`src/rtl/button_conditioner.sv`:
```
// Push-button conditioner: per-channel 2-flop synchroniser, counter-based debounce FSM,
// registered debounced level plus press/release/long-press one-cycle pulses.
module button_conditioner #(
    parameter int NUM_BUTTONS       = 2,
    parameter bit ACTIVE_LOW_IN     = 1'b1,
    parameter int DEBOUNCE_CYCLES   = 240000,
    parameter int LONG_PRESS_CYCLES = 12000000
) (
    input  logic                   clk,
    input  logic                   reset_n,
    input  logic [NUM_BUTTONS-1:0] btn_raw,
    output logic [NUM_BUTTONS-1:0] btn_level,
    output logic [NUM_BUTTONS-1:0] btn_press,
    output logic [NUM_BUTTONS-1:0] btn_release,
    output logic [NUM_BUTTONS-1:0] btn_long
);

    localparam int DW      = $clog2(DEBOUNCE_CYCLES + 1);
    localparam bit LONG_EN = (LONG_PRESS_CYCLES > 0);
    localparam int HW      = LONG_EN ? $clog2(LONG_PRESS_CYCLES + 1) : 1;

    localparam logic [DW-1:0] DCNT_LAST = DW'(DEBOUNCE_CYCLES - 1);
    localparam logic [HW-1:0] HCNT_LAST = LONG_EN ? HW'(LONG_PRESS_CYCLES - 1) : '0;
    localparam logic [HW-1:0] HCNT_MAX  = LONG_EN ? HW'(LONG_PRESS_CYCLES) : '0;

    // Pad level of a released button; the synchroniser resets to it so reset
    // never looks like a press.
    localparam logic [NUM_BUTTONS-1:0] INACTIVE = {NUM_BUTTONS{ACTIVE_LOW_IN}};

    typedef enum logic [1:0] {
        RELEASED,
        CONFIRM_PRESS,
        PRESSED,
        CONFIRM_RELEASE
    } state_t;

    logic [NUM_BUTTONS-1:0] r_sync1;
    logic [NUM_BUTTONS-1:0] r_sync2;
    logic [NUM_BUTTONS-1:0] w_pressed;

    // NOTE: sequential state uses non-blocking assignments so every flop samples
    // the pre-edge value of its source; blocking here would collapse the 2-flop chain.
    always_ff @(posedge clk or negedge reset_n) begin
        if (!reset_n) begin
            r_sync1 <= INACTIVE;
            r_sync2 <= INACTIVE;
        end else begin
            r_sync1 <= btn_raw;
            r_sync2 <= r_sync1;
        end
    end

    assign w_pressed = r_sync2 ^ INACTIVE;

    for (genvar g = 0; g < NUM_BUTTONS; g++) begin : g_chan
        state_t          r_state;
        logic [DW-1:0]   r_dcnt;
        logic [HW-1:0]   r_hcnt;
        logic            r_level;
        logic            r_press;
        logic            r_release;
        logic            r_long;

        always_ff @(posedge clk or negedge reset_n) begin
            if (!reset_n) begin
                r_state   <= RELEASED;
                r_dcnt    <= '0;
                r_hcnt    <= '0;
                r_level   <= 1'b0;
                r_press   <= 1'b0;
                r_release <= 1'b0;
                r_long    <= 1'b0;
            end else begin
                r_press   <= 1'b0;
                r_release <= 1'b0;
                r_long    <= 1'b0;
                case (r_state)
                    RELEASED: begin
                        if (w_pressed[g]) begin
                            r_state <= CONFIRM_PRESS;
                            r_dcnt  <= '0;
                        end
                    end
                    CONFIRM_PRESS: begin
                        if (!w_pressed[g]) begin
                            r_state <= RELEASED;
                        end else if (r_dcnt == DCNT_LAST) begin
                            r_state <= PRESSED;
                            r_level <= 1'b1;
                            r_press <= 1'b1;
                            r_hcnt  <= '0;
                        end else begin
                            r_dcnt <= r_dcnt + 1'b1;
                        end
                    end
                    PRESSED: begin
                        if (!w_pressed[g]) begin
                            r_state <= CONFIRM_RELEASE;
                            r_dcnt  <= '0;
                        end else begin
                            // Saturating one past the trigger value makes the long pulse one-shot.
                            if (r_hcnt != HCNT_MAX) r_hcnt <= r_hcnt + 1'b1;
                            if (LONG_EN && (r_hcnt == HCNT_LAST)) r_long <= 1'b1;
                        end
                    end
                    CONFIRM_RELEASE: begin
                        if (w_pressed[g]) begin
                            r_state <= PRESSED;
                        end else if (r_dcnt == DCNT_LAST) begin
                            r_state   <= RELEASED;
                            r_level   <= 1'b0;
                            r_release <= 1'b1;
                        end else begin
                            r_dcnt <= r_dcnt + 1'b1;
                        end
                    end
                    default: r_state <= RELEASED;
                endcase
            end
        end

        assign btn_level[g]   = r_level;
        assign btn_press[g]   = r_press;
        assign btn_release[g] = r_release;
        assign btn_long[g]    = r_long;
    end

endmodule

```
`config.mk`:
```
export PLATFORM = sky130hd
export DESIGN_NAME = button_conditioner
export DESIGN_NICKNAME = d
export VERILOG_FILES = /design/src/rtl/button_conditioner.sv
export SDC_FILE = /design/constraint.sdc
export NUM_CORES = 1
export LEC_CHECK = 0
export ABC_AREA = 1
export ABC_CLOCK_PERIOD_IN_PS = 4800
export CORE_MARGIN = 1
export CORE_UTILIZATION = 35
export CTS_CLUSTER_DIAMETER = 100
export DETAILED_ROUTE_END_ITERATION = 8
export GPL_ROUTABILITY_DRIVEN = 1
export GPL_TIMING_DRIVEN = 0
export SLEW_MARGIN = 5
export SYNTH_ARGS = -nofsm -noshare
export SYNTH_HDL_FRONTEND = slang
export SYNTH_SLANG_ARGS = --single-unit
```
`constraint.sdc`:
```
create_clock -name clk -period 4.8 [get_ports clk]
set_input_delay 1.44 -clock clk [delete_from_list [all_inputs] [get_ports clk]]
set_output_delay 1.44 -clock clk [all_outputs]
set_load 0.05 [all_outputs]
```
==> reports/summary.txt <==
summed negative setup slack over all endpoints -> 0 ns
gate count of the mapped netlist -> 948
number of library cell types mapped by synthesis -> 40
largest fanout on the critical path -> 2
Core Area -> 18000 sq um
register area -> 2510 sq um
Worst Setup Start Kind -> flip-flop
global-route wire length before repair -> 25.2 mm
combinational family with the most area after synthesis -> simple AND/OR/NAND/NOR gates
worst-margin pin slew -> 0.763 ns
total count of max-transition violations in the final report -> 0
Total Routing Usage GR -> 0.168
count leader, synth -> sky130_fd_sc_hd__nand2_1
total standard cell area after synthesis -> 6460 sq um
via count -> 5748
Port-buffer cells -> 11
Hold Crit Class -> flip-flop to flip-flop
area growth from synthesis to final layout -> 11.5%
Max Fclk -> 328 MHz
arrival time at the worst endpoint -> 1.61 ns
clock root cell -> sky130_fd_sc_hd__clkbuf_16
number of DRC markers in iteration 0 -> 467
via count of the first global-routing pass -> 5243
met3 Track Usage GR -> 0.0318
yosys warns -> 0
number of core rows -> 49
total power density per cell area -> 243 nW/um^2
register area share after synthesis -> 0.388
number of iterations in the first detailed-routing pass -> 6
#FFs+latches synth -> 100
share of the clock period used by the worst path -> 0.635
Synth Area in Compound Gates -> 0.0463
overall power -> 1.75 mW
average wire per cell in the routed design -> 12.2 um
required time of the worst setup path -> 3.36 ns
most used standard cells in the synthesized netlist -> sky130_fd_sc_hd__nand2_1, sky130_fd_sc_hd__nor2_1, sky130_fd_sc_hd__dfrtp_1, sky130_fd_sc_hd__nand3_1, sky130_fd_sc_hd__inv_1
startpoint-to-endpoint class of the critical path -> flip-flop to primary output
clk buf depth -> 2
final period demand of the worst path -> 3.05 ns
Clock Latency Late Sink -> 0.36 ns
clock transition time at the flip-flop clock pins of the worst setup and hold paths -> 0.07 ns
area fraction in and, or, nand and nor cells after synthesis -> 0.427
die outline width -> 138 um
core utilization of the finished layout -> 0.400
detail-routed via count per cell -> 4.77
proportion of synthesized flip-flops having asynchronous set or reset -> 1.00
total setup buffers inserted after CTS -> 0
Post-Synth Adder-Cell Area -> 0.0116
multi-input logic area -> 3430 sq um
remaining routing DRC violations -> 0
final weighted congestion in routability-driven placement -> 0.902
Num CTS Buffers -> 9
GRT Max-Usage Layer -> met2
slack of the critical path -> 1.75 ns
final worst clock skew -> 0.00774 ns
share of post-route cells with drive strength above 1 -> 0.0902
syn_nets -> 958
GR met1 Demand/Resource -> 0.228
number of sinks driven by the clock tree -> 100
antenna-violating nets left -> 0
top_reg_cell synth -> sky130_fd_sc_hd__dfrtp_1
leak pwr -> 3.25 nW
sum of overflow across all layers after global routing -> 0
post-synthesis average cell area -> 6.82 sq um
initial standard-cell utilization of the core -> 0.359
CTS H-tree depth -> 3
CTS tree -> built
post-place instance area -> 6880 sq um
area share of the largest cell type after synthesis -> 0.372
worst setup slack after placement -> 2.11 ns
final HPWL from detailed placement -> 10.7 mm
outcome -> finished clean
synthesized-area fraction occupied by xor and xnor cells -> 0.0461
worst max-slew margin expressed relative to the limit -> 0.488
Area contributors post-synth -> sky130_fd_sc_hd__dfrtp_1, sky130_fd_sc_hd__nand2_1, sky130_fd_sc_hd__nor2_1, sky130_fd_sc_hd__nand3_1, sky130_fd_sc_hd__inv_1
# hold bufs at CTS -> 0
Die Span Y -> 138 um
Fin. Hold Viols -> 0
total non-filler cell area in the finished layout -> 7210 sq um
Die Outline Area -> 19000 sq um
Setup crit end kind -> primary output
final WL -> 14.7 mm
# diodes -> 0
number of cells upsized or downsized after cts -> 0
total I/O pin count -> 12
antenna violations before repair -> 0
Layout Nets -> 981
count of endpoints failing setup in the final report -> 0
EDFF count, synth -> 0
maximum vdd ir drop -> 0.210 mV
unrepaired setup endpoints after global routing -> no
proportion of synthesized area in mux cells -> 0
max-capacitance violation count -> 0
largest net degree at the start of global routing -> 68
met2 Track Usage GR -> 0.276
layout filler cell count -> 1920
post-synth top area cell -> sky130_fd_sc_hd__dfrtp_1
[flip-flops by register name, summed over array words and instances, names as in the netlist, named ones only]
| name | flops |
|---|---|
| g_chan.r_long | 2 |
| g_chan.r_dcnt | 36 |
| g_chan.r_press | 2 |
| g_chan.r_hcnt | 48 |
| g_chan.r_release | 2 |
| r_sync1 | 2 |
| r_sync2 | 2 |
| g_chan.r_state | 2 |
| g_chan.r_level | 2 |
[per-stage QoR]
stage	instances	hold slack [ns]
3_5_place_dp	1189	0.347
6_report	1205	0.351
4_1_cts	1205	0.357
3_3_place_gp	1188	0.347
2_1_floorplan	948	0.345
5_1_grt	1205	0.361
[worst max-delay path, stage by stage (launching register included)]
cell and delay, ns:
sky130_fd_sc_hd__dfrtp_1 0.36, sky130_fd_sc_hd__buf_4 0.11, sky130_fd_sc_hd__clkdlybuf4s50_1 0.80
[kinds of logic after synthesis]
kind of cell	after synthesis
adder cells (fa/ha/maj)	6
AO/OA/AOI/OAI	54
flip-flops	100
buffers and inverters	112
XOR/XNOR	34
AND/OR/NAND/NOR	642
[layer usage]
| layer | vias up | share of wire |
|---|---|---|
| met5 | - | 0 |
| met4 | 0 | 0.0095 |
| met3 | 8 | 0.026 |
| met2 | 78 | 0.46 |
| met1 | 2629 | 0.50 |
| li1 | 3033 | - |
[final timing paths]
| check | startpoint | end | slack, ns | cells after the start |
|---|---|---|---|---|
| worst min-delay path | r_sync1[1]$_DFF_PN1_ | r_sync2[1]$_DFF_PN1_ | 0.35 | 0 |
| worst max-delay path | g_chan[0].r_level$_DFFE_PN0P_ | btn_level[0] | 1.75 | 2 |
| worst min register to register | r_sync1[1]$_DFF_PN1_ | r_sync2[1]$_DFF_PN1_ | 0.35 | 0 |
| min in group asynchronous | reset_n | g_chan[0].r_dcnt[15]$_DFFE_PN0P_ | 1.04 | 1 |
| max in group asynchronous | reset_n | r_sync1[1]$_DFF_PN1_ | 3.05 | 2 |
| worst max register to register | g_chan[0].r_dcnt[0]$_DFFE_PN0P_ | g_chan[0].r_dcnt[0]$_DFFE_PN0P_ | 2.78 | 9 |
[placed cells by master (no fill, tap or decap), types with 5 or more instances in the layout]
cell type                           n
sky130_fd_sc_hd__nand2_1          349
sky130_fd_sc_hd__nor2_1           130
sky130_fd_sc_hd__dfrtp_1           96
sky130_fd_sc_hd__nand3_1           81
sky130_fd_sc_hd__inv_1             78
sky130_fd_sc_hd__nand4_1           25
sky130_fd_sc_hd__xor2_1            23
sky130_fd_sc_hd__o21ai_0           23
sky130_fd_sc_hd__o21ai_1           22
sky130_fd_sc_hd__buf_4             15
sky130_fd_sc_hd__nand2_2           13
sky130_fd_sc_hd__xnor2_1           11
sky130_fd_sc_hd__clkdlybuf4s50_1   10
sky130_fd_sc_hd__nor3_1             9
sky130_fd_sc_hd__clkbuf_16          9
sky130_fd_sc_hd__nor2_2             7
sky130_fd_sc_hd__nand3b_1           7
sky130_fd_sc_hd__inv_2              6
sky130_fd_sc_hd__ha_1               6
sky130_fd_sc_hd__buf_6              5
sky130_fd_sc_hd__or2_2              5
[cell type report]
type / count / share of cell area
clock inverters: 7 / 0.0135
clock buffers: 9 / 0.0313
flip-flops and latches: 100 / 0.348
well taps: 229 / 0.0398
repair buffers: 12 / 0.0188
inverters: 85 / 0.0444
multi-input cells: 736 / 0.476
plain buffers: 27 / 0.0286
[power by group]
| group | switching, mW | internal [mW] | total [mW] |
|---|---|---|---|
| clock network | 0.351 | 0.461 | 0.813 |
| registers | 0.0100 | 0.852 | 0.862 |
| logic | 0.0574 | 0.0222 | 0.0796 |
| total | 0.419 | 1.34 | 1.75 |
(Power assumes the default switching activity.)
